**config.mk**
```make
export PLATFORM = sky130hd
export DESIGN_NAME = simd_ctrl
export DESIGN_NICKNAME = d
export VERILOG_FILES = /design/src/rtl/simd_ctrl_pkg.sv /design/src/rtl/simd_ctrl_cnt.sv /design/src/rtl/simd_ctrl.sv
export SDC_FILE = /design/constraint.sdc
export NUM_CORES = 1
export LEC_CHECK = 0
export CORE_AREA = 2 2 132 185
export DETAILED_ROUTE_END_ITERATION = 7
export DIE_AREA = 0 0 134 187
export PLACE_DENSITY = 0.67
export SKIP_CTS_REPAIR_TIMING = 1
export SYNTH_ARGS = -nofsm -noshare
export SYNTH_HDL_FRONTEND = slang
export SYNTH_SLANG_ARGS = --single-unit
```
**constraint.sdc**
```tcl
create_clock -name clk -period 10.5 [get_ports clk]
set_input_delay 2.1 -clock clk [delete_from_list [all_inputs] [get_ports clk]]
set_output_delay 2.1 -clock clk [all_outputs]
set_load 0.01 [all_outputs]
```
**src/rtl/simd_ctrl_pkg.sv**
```systemverilog
// Shared types and default widths for the SIMD cell controller.
package simd_ctrl_pkg;

    localparam int DEF_INPUT_WIDTH  = 4;
    localparam int DEF_OPND_W       = 32;
    localparam int DEF_PROD_W       = 128;
    localparam int DEF_DRAIN_CYCLES = 2;

    typedef enum logic [2:0] {
        IDLE  = 3'd0,
        LOAD  = 3'd1,
        RUN   = 3'd2,
        DRAIN = 3'd3,
        DONE  = 3'd4
    } state_e;

endpackage

```
**src/rtl/simd_ctrl_cnt.sv**
```systemverilog
// Loadable down-counter with a terminal flag (count == 1), shared by the RUN and DRAIN phases.
module simd_ctrl_cnt #(
    parameter int W = 5
) (
    input  logic         clk,
    input  logic         rst,
    input  logic         load_i,
    input  logic [W-1:0] load_val_i,
    input  logic         dec_i,
    output logic         term_o
);

    logic [W-1:0] cnt_q, cnt_d;

    always_comb begin
        cnt_d = cnt_q;
        if (load_i)
            cnt_d = load_val_i;
        else if (dec_i && cnt_q != '0)
            cnt_d = cnt_q - W'(1);
    end

    always_ff @(posedge clk or posedge rst) begin
        if (rst) cnt_q <= '0;
        else     cnt_q <= cnt_d;
    end

    assign term_o = (cnt_q == W'(1));

endmodule

```
**src/rtl/simd_ctrl.sv**
```systemverilog
// Job controller for a bit-serial SIMD cell: latch operands, clear, run 2^INPUT_WIDTH cycles, drain, hand off.
// Optional SIMD_CTRL_PERF_CNT_EN adds perf_jobs / perf_busy counters.
module simd_ctrl
    import simd_ctrl_pkg::*;
#(
    parameter int INPUT_WIDTH  = DEF_INPUT_WIDTH,
    parameter int OPND_W       = DEF_OPND_W,
    parameter int PROD_W       = DEF_PROD_W,
    parameter int DRAIN_CYCLES = DEF_DRAIN_CYCLES
) (
    input  logic              clk,
    input  logic              rst,
    input  logic              in_valid,
    output logic              in_ready,
    input  logic [OPND_W-1:0] in_opnd,
    input  logic [OPND_W-1:0] in_wgt,
    output logic              cell_rst,
    output logic              cell_en,
    output logic [OPND_W-1:0] cell_opnd,
    output logic [OPND_W-1:0] cell_wgt,
    input  logic [PROD_W-1:0] cell_prod,
    output logic              out_valid,
    input  logic              out_ready,
    output logic [PROD_W-1:0] out_prod
`ifdef SIMD_CTRL_PERF_CNT_EN
    ,
    output logic [31:0]       perf_jobs,
    output logic [31:0]       perf_busy
`endif
);

    localparam int CNT_W = (INPUT_WIDTH + 1 > $clog2(DRAIN_CYCLES + 1)) ?
                           INPUT_WIDTH + 1 : $clog2(DRAIN_CYCLES + 1);
    localparam logic [CNT_W-1:0] RUN_LEN = CNT_W'(2 ** INPUT_WIDTH);
    localparam logic [CNT_W-1:0] DRN_LEN = CNT_W'(DRAIN_CYCLES);

    state_e              state_q;
    logic [OPND_W-1:0]   opnd_q, wgt_q;
    logic [PROD_W-1:0]   prod_q;
    logic                cnt_load, cnt_dec, cnt_term;
    logic [CNT_W-1:0]    cnt_val;

    // The RUN terminal cycle reloads the same counter with the drain length.
    always_comb begin
        cnt_load = 1'b0;
        cnt_dec  = 1'b0;
        cnt_val  = '0;
        case (state_q)
            LOAD: begin
                cnt_load = 1'b1;
                cnt_val  = RUN_LEN;
            end
            RUN: begin
                if (cnt_term && DRAIN_CYCLES != 0) begin
                    cnt_load = 1'b1;
                    cnt_val  = DRN_LEN;
                end else begin
                    cnt_dec = 1'b1;
                end
            end
            DRAIN:   cnt_dec = 1'b1;
            default: ;
        endcase
    end

    simd_ctrl_cnt #(.W(CNT_W)) u_cnt (
        .clk        (clk),
        .rst        (rst),
        .load_i     (cnt_load),
        .load_val_i (cnt_val),
        .dec_i      (cnt_dec),
        .term_o     (cnt_term)
    );

    always_ff @(posedge clk or posedge rst) begin
        if (rst) begin
            state_q <= IDLE;
            opnd_q  <= '0;
            wgt_q   <= '0;
            prod_q  <= '0;
        end else begin
            case (state_q)
                IDLE: if (in_valid) begin
                    opnd_q  <= in_opnd;
                    wgt_q   <= in_wgt;
                    state_q <= LOAD;
                end
                LOAD: state_q <= RUN;
                RUN: if (cnt_term) begin
                    if (DRAIN_CYCLES == 0) begin
                        prod_q  <= cell_prod;
                        state_q <= DONE;
                    end else begin
                        state_q <= DRAIN;
                    end
                end
                DRAIN: if (cnt_term) begin
                    prod_q  <= cell_prod;
                    state_q <= DONE;
                end
                DONE: if (out_ready) state_q <= IDLE;
                default: state_q <= IDLE;
            endcase
        end
    end

    // Gated by rst so the outputs hold their reset values before the first edge as well.
    assign in_ready  = (state_q == IDLE) && !rst;
    assign cell_en   = (state_q == RUN)  && !rst;
    assign out_valid = (state_q == DONE) && !rst;
    assign cell_rst  = rst || (state_q == LOAD);
    assign cell_opnd = opnd_q;
    assign cell_wgt  = wgt_q;
    assign out_prod  = prod_q;

`ifdef SIMD_CTRL_PERF_CNT_EN
    logic [31:0] jobs_q, busy_q;

    always_ff @(posedge clk or posedge rst) begin
        if (rst) begin
            jobs_q <= '0;
            busy_q <= '0;
        end else begin
            if (state_q == DONE && out_ready) jobs_q <= jobs_q + 32'd1;
            if (state_q != IDLE)              busy_q <= busy_q + 32'd1;
        end
    end

    assign perf_jobs = jobs_q;
    assign perf_busy = busy_q;
`endif

endmodule

```
**Word-level counts from Yosys, hierarchy flattened**

Cells that the tools add are included.

- Add/sub/neg operators: 1
- Equal/unequal tests: 9
- Mux-type cells: 13
- Reduce and logical (&&, ||, !) cells: 12

Operators with widths:

| kind | number |
|---|---|
| 3-bit one-hot mux with 5 select lines | 1 |
| 3-bit two-way mux | 4 |
| 5-bit two-way mux | 2 |
| 5-bit one-hot mux with 2 select lines | 1 |
| 2-bit inequality test (second input constant) | 4 |
| 3-bit by 2-bit equality test with 1-bit output (second input constant) | 2 |
| 5-bit by 1-bit equality test with 1-bit output (second input constant) | 1 |
| 5-bit nonzero test | 1 |
| 5-bit by 1-bit subtractor with 5-bit output (second input constant) | 1 |
| 1-bit logical AND | 4 |
| 1-bit one-hot mux with 2 select lines | 2 |
| 2-bit AND reduction | 2 |
| 4-bit AND reduction | 1 |
| 3-bit by 1-bit equality test with 1-bit output (second input constant) | 1 |
| 3-bit equality test (second input constant) | 1 |
| 3-bit zero test | 1 |
| 1-bit two-way mux | 2 |
| 2-bit two-way mux | 1 |
| 2-bit nonzero test | 1 |
| 1-bit zero test | 1 |
| 1-bit logical OR | 1 |

- Bits in registers: 200
- Input port bits: 196
- Output and inout port bits: 196
- Logic and storage cells: 40

**Depth between registers and ports, before layout**

Gate-level depths: netlist of run 1.

- Depth in word-level cells: 6
- Depth in mapped cells: 7
- Mapped depth without buffers: 6

**Cells and area by module**

From an unflattened synthesis of run 1, not the netlist that was laid out.

- Cell total of the unflattened synthesis: 470
- Area, all modules: 7777.5 um^2

Modules (own cells, without submodules):

| module | times used | cells each | area an instance (um^2) | seq. area each (um^2) |
|---|---|---|---|---|
| simd_ctrl | 1 | 434 | 7435.9 | 4879.7 |
| simd_ctrl_cnt | 1 | 36 | 341.6 | 125.1 |

**Worst setup path before layout of run 1**

OpenSTA, ideal clock, no wires.

- Path kind: in2out
- Start: input rst
- End: output cell_rst
- Arrival time: 6.757 ns
- Data required time: 8.400 ns
- Setup slack: 1.643 ns
- Cell stages on the path: 2
- Buffers on the path: 0
- Cells stage by stage: inv_1 > nand2_1

- Cells in the longest elaborated chain, start to end: 1

Ends and longest elaborated chain:

| element | line | RTL |
|---|---|---|
| from (decl) | simd_ctrl.sv:12 | `input logic rst,` |
| 1-bit logical OR | simd_ctrl.sv:111 | `assign cell_rst = rst \|\| (state_q == LOAD);` |
| to (decl) | simd_ctrl.sv:17 | `output logic cell_rst,` |

Every way passes these cells.

**Worst setup path in the final report of run 1**

Same ends and word-level chain as after synthesis.

==> impl_results.md, run 1 <==
* RSZ-0062 raised after global routing: false
* Core ar. at 23,600 µm²
* Port Buffers at 391
* DP Wirelength at 15.7 mm
* DIE AREA at roughly 25,000 µm²
* Post-route insts no fill at about 1,200
* Final slew viol count at 0
* Final Hold Viols at 0
* Starting Density at 34.3%
* Syn Area/Cell at roughly 18 µm²
* Flop pwr share at ~37%
* Ant diodes at 0
* Routed length per instance at between 15 and 20 µm
* CTS tree: built
* CP delay by family, top: buffers and inverters
* Setup Skew at roughly 0.010 ns
* Total global-route track usage at ~17%
* Hold/Removal Path Class: register to register
* First-pass DRT Iterations at 4
* Final period util at a little under three fifths
* Clock transition at path regs at around 0.07 ns
* Drt first-iter violations at around 250
* CP Max Fanout at 67
* Leak Pwr at approximately 5.7 nW
* CP peak stage delay at 0.56 ns
* Tmin final at just under 6 ns
* Worst Path Arrival at between 3 and 4 ns
* Worst slack at placement at roughly 4.6 ns
* Setup TNS at 0 ns
* Syn Inst Count at ~460
* P_sw at around 1.1 mW
* Max Root-Sink Buffers at 2
* Via density at 4.48
* Actual slew at the worst max-slew pin at around 1.0 ns
* Most frequent cell after synthesis: dfrtp_1
* Fill cells at slightly below 2,000
* Clock power share at 17.0%
* Placement row count at 67
* Slew HR at between 30% and 40%
* Post-synth cell types at 35
* Setup ws final at around 4.7 ns
* Setup violations, final at 0
* Placer Congestion at approximately 0.75
* Die width at approximately 130 µm
* Data required, critical path at ~8.4 ns
* Sink Count at 200
* Worst Hold Slack at a little over 0.5 ns
* Number of global-route vias before repair at approximately 5,700
* Final Util at 54.5%
* Synth Warn # at 0
* VDD IR max at 0.000157 V
* CP bufs+invs at 3
* Nets at between 1,000 and 1,500
* Cell Area, Synth at 8090 µm²
* Yosys top cell area share at about three fifths
* Async SR Flop Fraction at 100%
* Post-synth EDFFs at 0
* Setup crit end: cell_rst
* Die Height at about 190 µm
* R2R Setup Slk at 7.07 ns
* Worst path cell trace: clkdlybuf4s50_1, inv_8, nand2_1, clkdlybuf4s50_1
* Critical Path Start: rst
* Post-synthesis register bit count at 200
* IO Pins at between 300 and 400
* Sequential share of the synthesized area at 61.9%
* Global route overflow at 0
* CP endpoint kind: primary output
* P per Cell Area at around 300 nW/µm²
* CTS buffer count at 17
* DRC viols at 0
* Critical Path Most Common Cell: clkdlybuf4s50_1
* Worst reg2reg path startpoint: u_cnt.cnt_q[0]$_DFFE_PP0P_
* Sw Share at between 20% and 30%
* H-tree lvl count at 4
* Initial antenna violation count at 0
* Seq. cell area at 5000 µm²
* Largest net degree at the start of global routing at 71
* Setup CP Type: input pin to primary output
* Clk Latency, worst-skew pair at approximately 0.43 ns
* First-pass GRT wire length at roughly 33 mm
* Highest clock rate at approximately 170 MHz
* Final wirelength at around 21 mm
* RR Endpoint: out_prod[112]$_DFFE_PP0P_
* Crit path depth at 4
* Area Growth Syn to Fin at 58.8%
* Area of the multi-input gates at 2900 µm²
* Crit path launch type: input pin
* Placed insts at around 1,100
* Worst Reg-to-Reg Cells at 6
* Most frequent cells after synthesis: 200 x dfrtp_1, 109 x mux2_4, 83 x mux2_2
* Ys flop type: dfrtp_1
* Comb power frac at ~46%
* Remaining antenna violation count at 0
* CTS Root Buffer Type: clkbuf_16
* Status: finished clean
* Routed vias at about 5,300
* CP max stage cell: clkdlybuf4s50_1
* Max-cap violations at 0
* Top area cells in the synthesized netlist: dfrtp_1 62%, mux2_4 20%, mux2_2 12%, buf_6 1.5%, buf_2 0.56%
* Syn_nets at ~660
* Post-synth top area cell: dfrtp_1
* Share of cells above drive strength 1 at 26.8%
* Internal power component at 2.71 mW
[cell families (layout without fill, tap and decap cells)]
| group | Yosys count | count (layout) | synth area share (%) |
|---|---|---|---|
| AND/OR/NAND/NOR | 25 | 25 | 2.06 |
| buffers and inverters | 29 | 432 | 2.55 |
| flip-flops | 200 | 200 | 61.9 |
| AO/OA/AOI/OAI | 11 | 11 | 1.07 |
| adder cells (fa/ha/maj) | 3 | 3 | 0.464 |
| XOR/XNOR | 2 | 2 | 0.217 |
| multiplexers | 192 | 192 | 31.8 |
[how the worst min path moves through the flow]
stage | start | to | slack (ns) | depth (start not counted)
global route | out_prod[47]$_DFFE_PP0P_ | out_prod[47]$_DFFE_PP0P_ | 0.52 | 1
global placement | out_prod[48]$_DFFE_PP0P_ | out_prod[48]$_DFFE_PP0P_ | 0.49 | 1
floorplan | state_q[2]$_DFFE_PP0P_ | state_q[0]$_DFFE_PP0P_ | 0.49 | 1
detailed placement | out_prod[60]$_DFFE_PP0P_ | out_prod[60]$_DFFE_PP0P_ | 0.49 | 1
CTS | out_prod[47]$_DFFE_PP0P_ | out_prod[47]$_DFFE_PP0P_ | 0.51 | 1
finish | cell_wgt[22]$_DFFE_PP0P_ | cell_wgt[22]$_DFFE_PP0P_ | 0.51 | 1
[registers in the layout (all words and copies together) (netlist names)]
name	count
out_prod	128
cell_opnd	32
cell_wgt	32
u_cnt.cnt_q	5
state_q	3
[power groups by stage]
stage | Clock, mW | Sequential [mW] | Combinational, mW
finish | 0.651 | 1.40 | 1.77
global route | 0.709 | 1.46 | 1.87
floorplan | 0 | 1.56 | 0.641
CTS | 0.675 | 1.41 | 1.80
global placement | 0 | 1.40 | 1.78
detailed placement | 0 | 1.41 | 1.79
[per-layer routing]
| metal | share of wire, % | GRT usage [%] | wire, µm |
|---|---|---|---|
| met3 | 7.4 | 5.28 | 1580 |
| met2 | 54 | 31.6 | 11500 |
| met5 | 0 | 0 | 0 |
| met1 | 37 | 19.0 | 7960 |
| met4 | 1.5 | 5.32 | 328 |
[per-stage QoR]
step                      power [mW]  cell area (µm²)
final                           3.83            12800
after global routing            4.04            12800
after floorplan                 2.20             8090
after global placement          3.18            12300
after CTS                       3.88            12800
after detailed placement        3.20            12300
[final cells by class]
| type | instances | share of cell area (%) |
|---|---|---|
| sequential | 200 | 39.0 |
| clock buffer | 21 | 3.58 |
| clock inverter | 10 | 0.925 |
| inverter | 5 | 0.205 |
| tap | 310 | 3.02 |
| timing repair buffer | 396 | 30.8 |
| multi-input combinational | 233 | 22.6 |
[placed cells by master (no fill, tap or decap), types with 2 or more instances in the layout]
master           Yosys  routed
clkinvlp_4           0       3
nand2_1              5       5
clkinv_2             0       2
mux2_2              83      83
nor3_1               2       2
ha_1                 3       3
mux2_4             109     109
inv_1                5       4
buf_4                1       5
clkdlybuf4s50_1      0     391
o2111ai_1            2       2
clkbuf_16            0      17
bufinv_16            0       2
clkbuf_8             0       2
nor2b_1              2       2
dfrtp_1            200     200
inv_6                0       2
o21ai_0              2       2
nor4_1               2       2
nor2_1               3       3
clkbuf_1             3       2
Note: power is estimated with default switching activity, not from simulation.
==> run 2, diff against run 1 <==
==> constraint.sdc (replaced) <==
create_clock -name clk -period 5.85 [get_ports clk]
set_input_delay 1.17 -clock clk [delete_from_list [all_inputs] [get_ports clk]]
set_output_delay 1.17 -clock clk [all_outputs]
set_load 0.01 [all_outputs]
==> run 2 against run 1 <==
  * Core utilization shrank 0.16 points
  * Via count shrank 0.27%
  * Die area is the same
  * Setup slack lost 2.9 ns
  * Register-to-register slack lost 4.3 ns
  * Power grew 78%
  * Global-route usage shrank 0.49 points
  * First-iteration DRC count shrank 31%
  * Critical path depth is the same
  * Critical path type unchanged
  * Critical endpoint unchanged
  * Highest routed layer unchanged
==> impl_results.md, run 2 (synthesized netlist as in run 1, its figures left out) <==
* Status: finished clean
* CTS buffer count at 17
* Area Growth Syn to Fin at 58.3%
* VDD IR max at 0.000220 V
* Worst slack at placement at around 1.7 ns
* Routed length per instance at 17.8 µm
* Min-delay src: cell_opnd[10]$_DFFE_PP0P_
* Worst path cell trace: clkdlybuf4s50_1, clkinvlp_4, nand2_1, clkdlybuf4s50_1
* First-pass GRT wire length at about 32 mm
* CP delay by family, top: buffers and inverters
* Worst Path Arrival at roughly 2.9 ns
* Actual slew at the worst max-slew pin at ~1.1 ns
* Placer Congestion at about 0.76
* R2R Setup Slk at between 2 and 3 ns
* Max FFs per register at between 100 and 150
* CTS tree: built
* Post-route cell area at between 10,000 and 15,000 µm²
* CP Max Fanout at 23
* CTS Root Buffer Type: clkbuf_16
* Largest net degree at the start of global routing at 72
* Hold/Removal Path Class: register to register
* Ant diodes at 0
* Most common cell after layout, fill and taps aside: clkdlybuf4s50_1
* Tmin final at approximately 4.1 ns
* Placed insts at 1,145
* Clock transition at path regs at approximately 0.070 ns
* Final wirelength at 20.9 mm
* CP peak stage delay at a little under 0.6 ns
* Number of global-route vias before repair at ~5,400
* Setup Skew at about 0.011 ns
* Routed vias at ~5,300
* Via density at 4.47
* Hold Crit Endpoint: cell_opnd[10]$_DFFE_PP0P_
* Share of cells above drive strength 1 at between 20% and 30%
* Hold depth at 1
* Drt first-iter violations at between 150 and 200
* Slew HR at 29.8%
* CP bufs+invs at 3
* Clk Latency, worst-skew pair at between 0.4 and 0.5 ns
* Nets at roughly 1,100
* Setup violations, final at 0
* RR Endpoint: out_prod[79]$_DFFE_PP0P_
* Global route overflow at 0
* Total global-route track usage at about 17%
* First-pass DRT Iterations at 4
* P per Cell Area at about 530 nW/µm²
* IO Pins at approximately 390
* Setup ws final at roughly 1.8 ns
* Remaining antenna violation count at 0
* Initial antenna violation count at 0
* Placement row count at 67
* Placed Area at about 12,000 µm²
* H-tree lvl count at 4
* DRC viols at 0
* CP endpoint kind: primary output
* Max-cap violations at 0
* Starting Density at 34.3%
* Highest clock rate at 244 MHz
* Post-route insts no fill at roughly 1,200
* Final period util at about 70%
* Highest-count cells in the layout ignoring fill and taps: 391 x clkdlybuf4s50_1, 200 x dfrtp_1, 109 x mux2_4
* Die Height at roughly 190 µm
* Critical Path Most Common Cell: clkdlybuf4s50_1
* DP Wirelength at about 16 mm
* RSZ-0062 raised after global routing: false
* Sink Count at 200
* Worst Reg-to-Reg Cells at 6
* Final slew viol count at 0
* Setup CP Type: input pin to primary output
* Port Buffers at between 300 and 400
* Max Root-Sink Buffers at 2
* Die width at 134 µm
* Leak Pwr at about 5.7 nW
* Data required, critical path at ~4.7 ns
* Setup TNS at 0 ns
* DIE AREA at 25,100 µm²
* Core ar. at 23,600 µm²
* Worst reg2reg path startpoint: u_cnt.cnt_q[1]$_DFFE_PP0P_
* CP max stage cell: clkdlybuf4s50_1
* Crit path launch type: input pin
* Final Hold Viols at 0
==> run 2: cell types whose count changed in the layout (fill, tap and decap cells not counted), sizes merged <==
cell and change:
bufinv -1, clkbuf +1, buf +1, inv -2
==> run 2: final cells by class <==
class	instances	area, µm²
Clock inverter	7	72.6
Clock buffer	22	464
Timing Repair Buffer	397	3960
Inverter	5	22.5
Multi-Input combinational cell	233	2900
Tap cell	310	388
Fill cell	1966	10700
Sequential cell	200	5000
==> run 2: worst max path at each step <==
stage	slack [ns]	startpoint	to	depth (start not counted)
final	1.75	rst	cell_rst	4
after global routing	1.57	rst	cell_rst	4
after CTS	1.68	rst	cell_rst	4
after detailed placement	1.68	rst	cell_rst	4
after global placement	1.74	rst	cell_rst	4
after floorplan	0.23	rst	cell_rst	2
==> run 2: stage by stage <==
stage	power, mW	util (%)	hold slack, ns
detailed placement	5.75	52.1	0.491
global placement	5.72	52.1	0.488
floorplan	3.95	-	0.489
finish	6.80	54.4	0.505
global route	7.19	54.4	0.519
CTS	6.90	54.4	0.510
==> run 2: per-layer routing <==
layer	share of wire (%)	track usage [%]	vias up
li1	-	-	2402
met1	37	18.9	2592
met2	53	29.6	228
met3	8.0	5.69	29
met4	2.2	5.73	0
met5	0	0	-
==> run 2: worst reg2reg max path: cells and delay by family, from the launching register on <==
family	cells	cell delay, ns
fa+ha+maj	1	0.17
buf+inv	2	0.87
flops	1	0.40
mux	1	0.50
simple gates	2	1.04
==> run 2: power breakdown <==
group	internal, mW	switching [mW]	leakage, nW
Clock	0.604	0.499	0.258
Sequential	2.09	0.425	2.35
Combinational	2.12	1.06	3.05
==> patch, RTL diff (settings of run 2) <==
Re-encode `state_e` (5 states) as one-hot, 5 bits wide.
--- a/src/rtl/simd_ctrl_pkg.sv
+++ b/src/rtl/simd_ctrl_pkg.sv
@@ -8,8 +8,8 @@
 
-    typedef enum logic [2:0] {
-        IDLE  = 3'd0,
-        LOAD  = 3'd1,
-        RUN   = 3'd2,
-        DRAIN = 3'd3,
-        DONE  = 3'd4
+    typedef enum logic [4:0] {
+        IDLE  = 5'b00001,
+        LOAD  = 5'b00010,
+        RUN   = 5'b00100,
+        DRAIN = 5'b01000,
+        DONE  = 5'b10000
     } state_e;
Behaviour: same outputs for any inputs over 10 cycles, from zero or initial values and one cycle with rst high; not proved beyond that.
==> patch against run 2 <==
Non-clock buffer count is 1 lower. Global-route usage is 0.88 points higher. Utilization is 1.9 points higher. Design area is 3.5% higher. Wire length is 10% higher. Maximum frequency is 6.3% higher. Clock skew is 0.0012 ns higher. Synthesized area is 4.1% higher. Setup slack better by 0.24 ns. Hold slack worse by 0.00095 ns. Sequential cell count is 2 higher.
Power is not compared: it rests on default switching activity, and its combinational part moved more than twofold at a synthesized area within 25%.
==> patch: results (changes against run 2) <==
| Metric | Value |
|---|---|
| Run status | completed |
| Global-route wire length before repair | 34300 um (+7.1%) |
| Wire per inst | 19.2 um (+7.6%) |
| Nets | 1074 (+2.0%) |
| Clk_lat worst skew | 0.50 ns (+0.07 ns) |
| Synth warn | 0 (unchanged) |
| Drt via density | 4.52 (+0.99%) |
| GPL Wtd Cong | 0.766 (+1.4%) |
| Syn Area/Cell | 17.6 sq um (+0.78%) |
| Final Skew | 0.0117 ns (+0.00116 ns) |
| Slew Limit Headroom | 25.9% (-3.9 points) |
| Top cells by area, synth | dfrtp_1 60%, mux2_4 21%, mux2_2 9.6% |
| N_diodes | 0 (unchanged) |
| Internal | 3.60 mW |
| Number of CTS-inserted buffers | 22 (+5) |
| Layout cells sized above 1 | 27.5% (+0.88 points) |
| Critical path's largest stage delay | 0.62 ns (+0.04 ns) |
| Drt drc | 0 (unchanged) |
| Cell family with most CP delay | buffers and inverters |
| Largest net degree at the start of global routing | 79 (+9.7%) |
| DRT iter0 DRCs | 217 (+24%) |
| H-tree depth | 1 (-3) |
| CTS root buffer | clkbuf_16 |
| Top cells by count, synth | 201 x dfrtp_1, 120 x mux2_4, 72 x mux2_2 |
| DP Area | 12400 sq um (+1.4%) |
| Post-DP HPWL | 16800 um (+7.0%) |
| Fillcell total | 1942 (-1.2%) |
| Placed Cells incl. Taps | 1161 (+1.4%) |
| Antenna violations before repair | 0 (unchanged) |
| Detailed Routing Iterations Pass 1 | 4 (unchanged) |
| Lkg Pwr | 5.93 nW |
| Clock Path Buffers | 3 (+1) |
| Crit path arrival time | 2.68 ns (-0.25 ns) |
| Ys async rst share | 100% (unchanged) |
| Vias in the first global route | 5610 (+3.5%) |
| Post-Layout Cell Count | 1201 (+2.3%) |
| Synth unique cells | 35 (unchanged) |
| Post-synthesis sequential area ratio | 60.1% (-1.8 points) |
| Total track usage | 17.7% (+0.88 points) |
| Post-Syn Nets | 676 (+2.3%) |
| Flip-flop count of the largest register after layout | 128 (unchanged) |
| Crit Path Max Fanout | 4 (-83%) |
[patch: cell count changes after synthesis, sizes merged, moves of 2 or more]
cell and change:
o2111ai -2, a21oi +6, clkbuf -3, nand2 +3, nand3 +4, nor3 +2
o211ai +2, a21o +2, mux2i +2
[patch: cell type report]
type | instances | share of cell area (%)
flip-flops and latches | 202 | 38.1
clock buffers | 30 | 4.99
well taps | 310 | 2.92
clock inverters | 10 | 1.18
inverters | 6 | 0.198
multi-input cells | 247 | 22.8
repair buffers | 396 | 29.8
[patch: cell families (layout without fill, tap and decap cells)]
logic type      count (synthesis)  count (layout)  share of synthesized area, %
mux                           194             194                          31.3
simple gates                   32              32                          2.45
fa+ha+maj                       3               3                         0.446
compound gates                 18              18                          1.53
buf+inv                        28             442                          4.24
flops                         202             202                          60.1
[patch: layer usage]
layer	part of all wire (%)	global-route usage (%)	wire, um
met1	39	21.4	9030
met2	52	31.6	12000
met3	6.8	4.07	1560
met4	2.0	4.66	456
met5	0	0	0
[patch: path summary, 6_finish.rpt]
check,startpoint,endpoint,cells past startpoint,slack (ns)
worst max-delay path,rst,in_ready,3,2.00
worst min-delay path,cell_wgt[31]$_DFFE_PP0P_,cell_wgt[31]$_DFFE_PP0P_,1,0.50
worst max register to register,u_cnt.cnt_q[1]$_DFFE_PP0P_,out_prod[20]$_DFFE_PP0P_,6,2.85
worst min register to register,cell_wgt[31]$_DFFE_PP0P_,cell_wgt[31]$_DFFE_PP0P_,1,0.50
max in group asynchronous,rst,cell_opnd[7]$_DFFE_PP0P_,4,2.97
min in group asynchronous,rst,u_cnt.cnt_q[3]$_DFFE_PP0P_,3,1.42
[patch: worst reg2reg max path: cells and delay by family (launching register included)]
kind | cells | cell delay (ns)
muxes | 1 | 0.47
buffers and inverters | 2 | 0.83
DFF | 1 | 0.40
adders and majority gates | 1 | 0.19
and+or+nand+nor | 2 | 0.99
[patch: metrics by stage]
stage	power (mW)	util, %
3_5_place_dp	3.39	52.8
4_1_cts	4.95	56.3
2_1_floorplan	2.58	-
3_3_place_gp	3.37	52.8
5_1_grt	5.12	56.3
6_report	4.88	56.3
[patch: power by group through the flow]
stage / clock network (mW) / logic (mW) / registers [mW]
2_1_floorplan: 0 / 0.574 / 2.00
3_3_place_gp: 0 / 1.48 / 1.88
3_5_place_dp: 0 / 1.50 / 1.89
4_1_cts: 1.58 / 1.51 / 1.87
5_1_grt: 1.64 / 1.58 / 1.90
6_report: 1.53 / 1.49 / 1.86
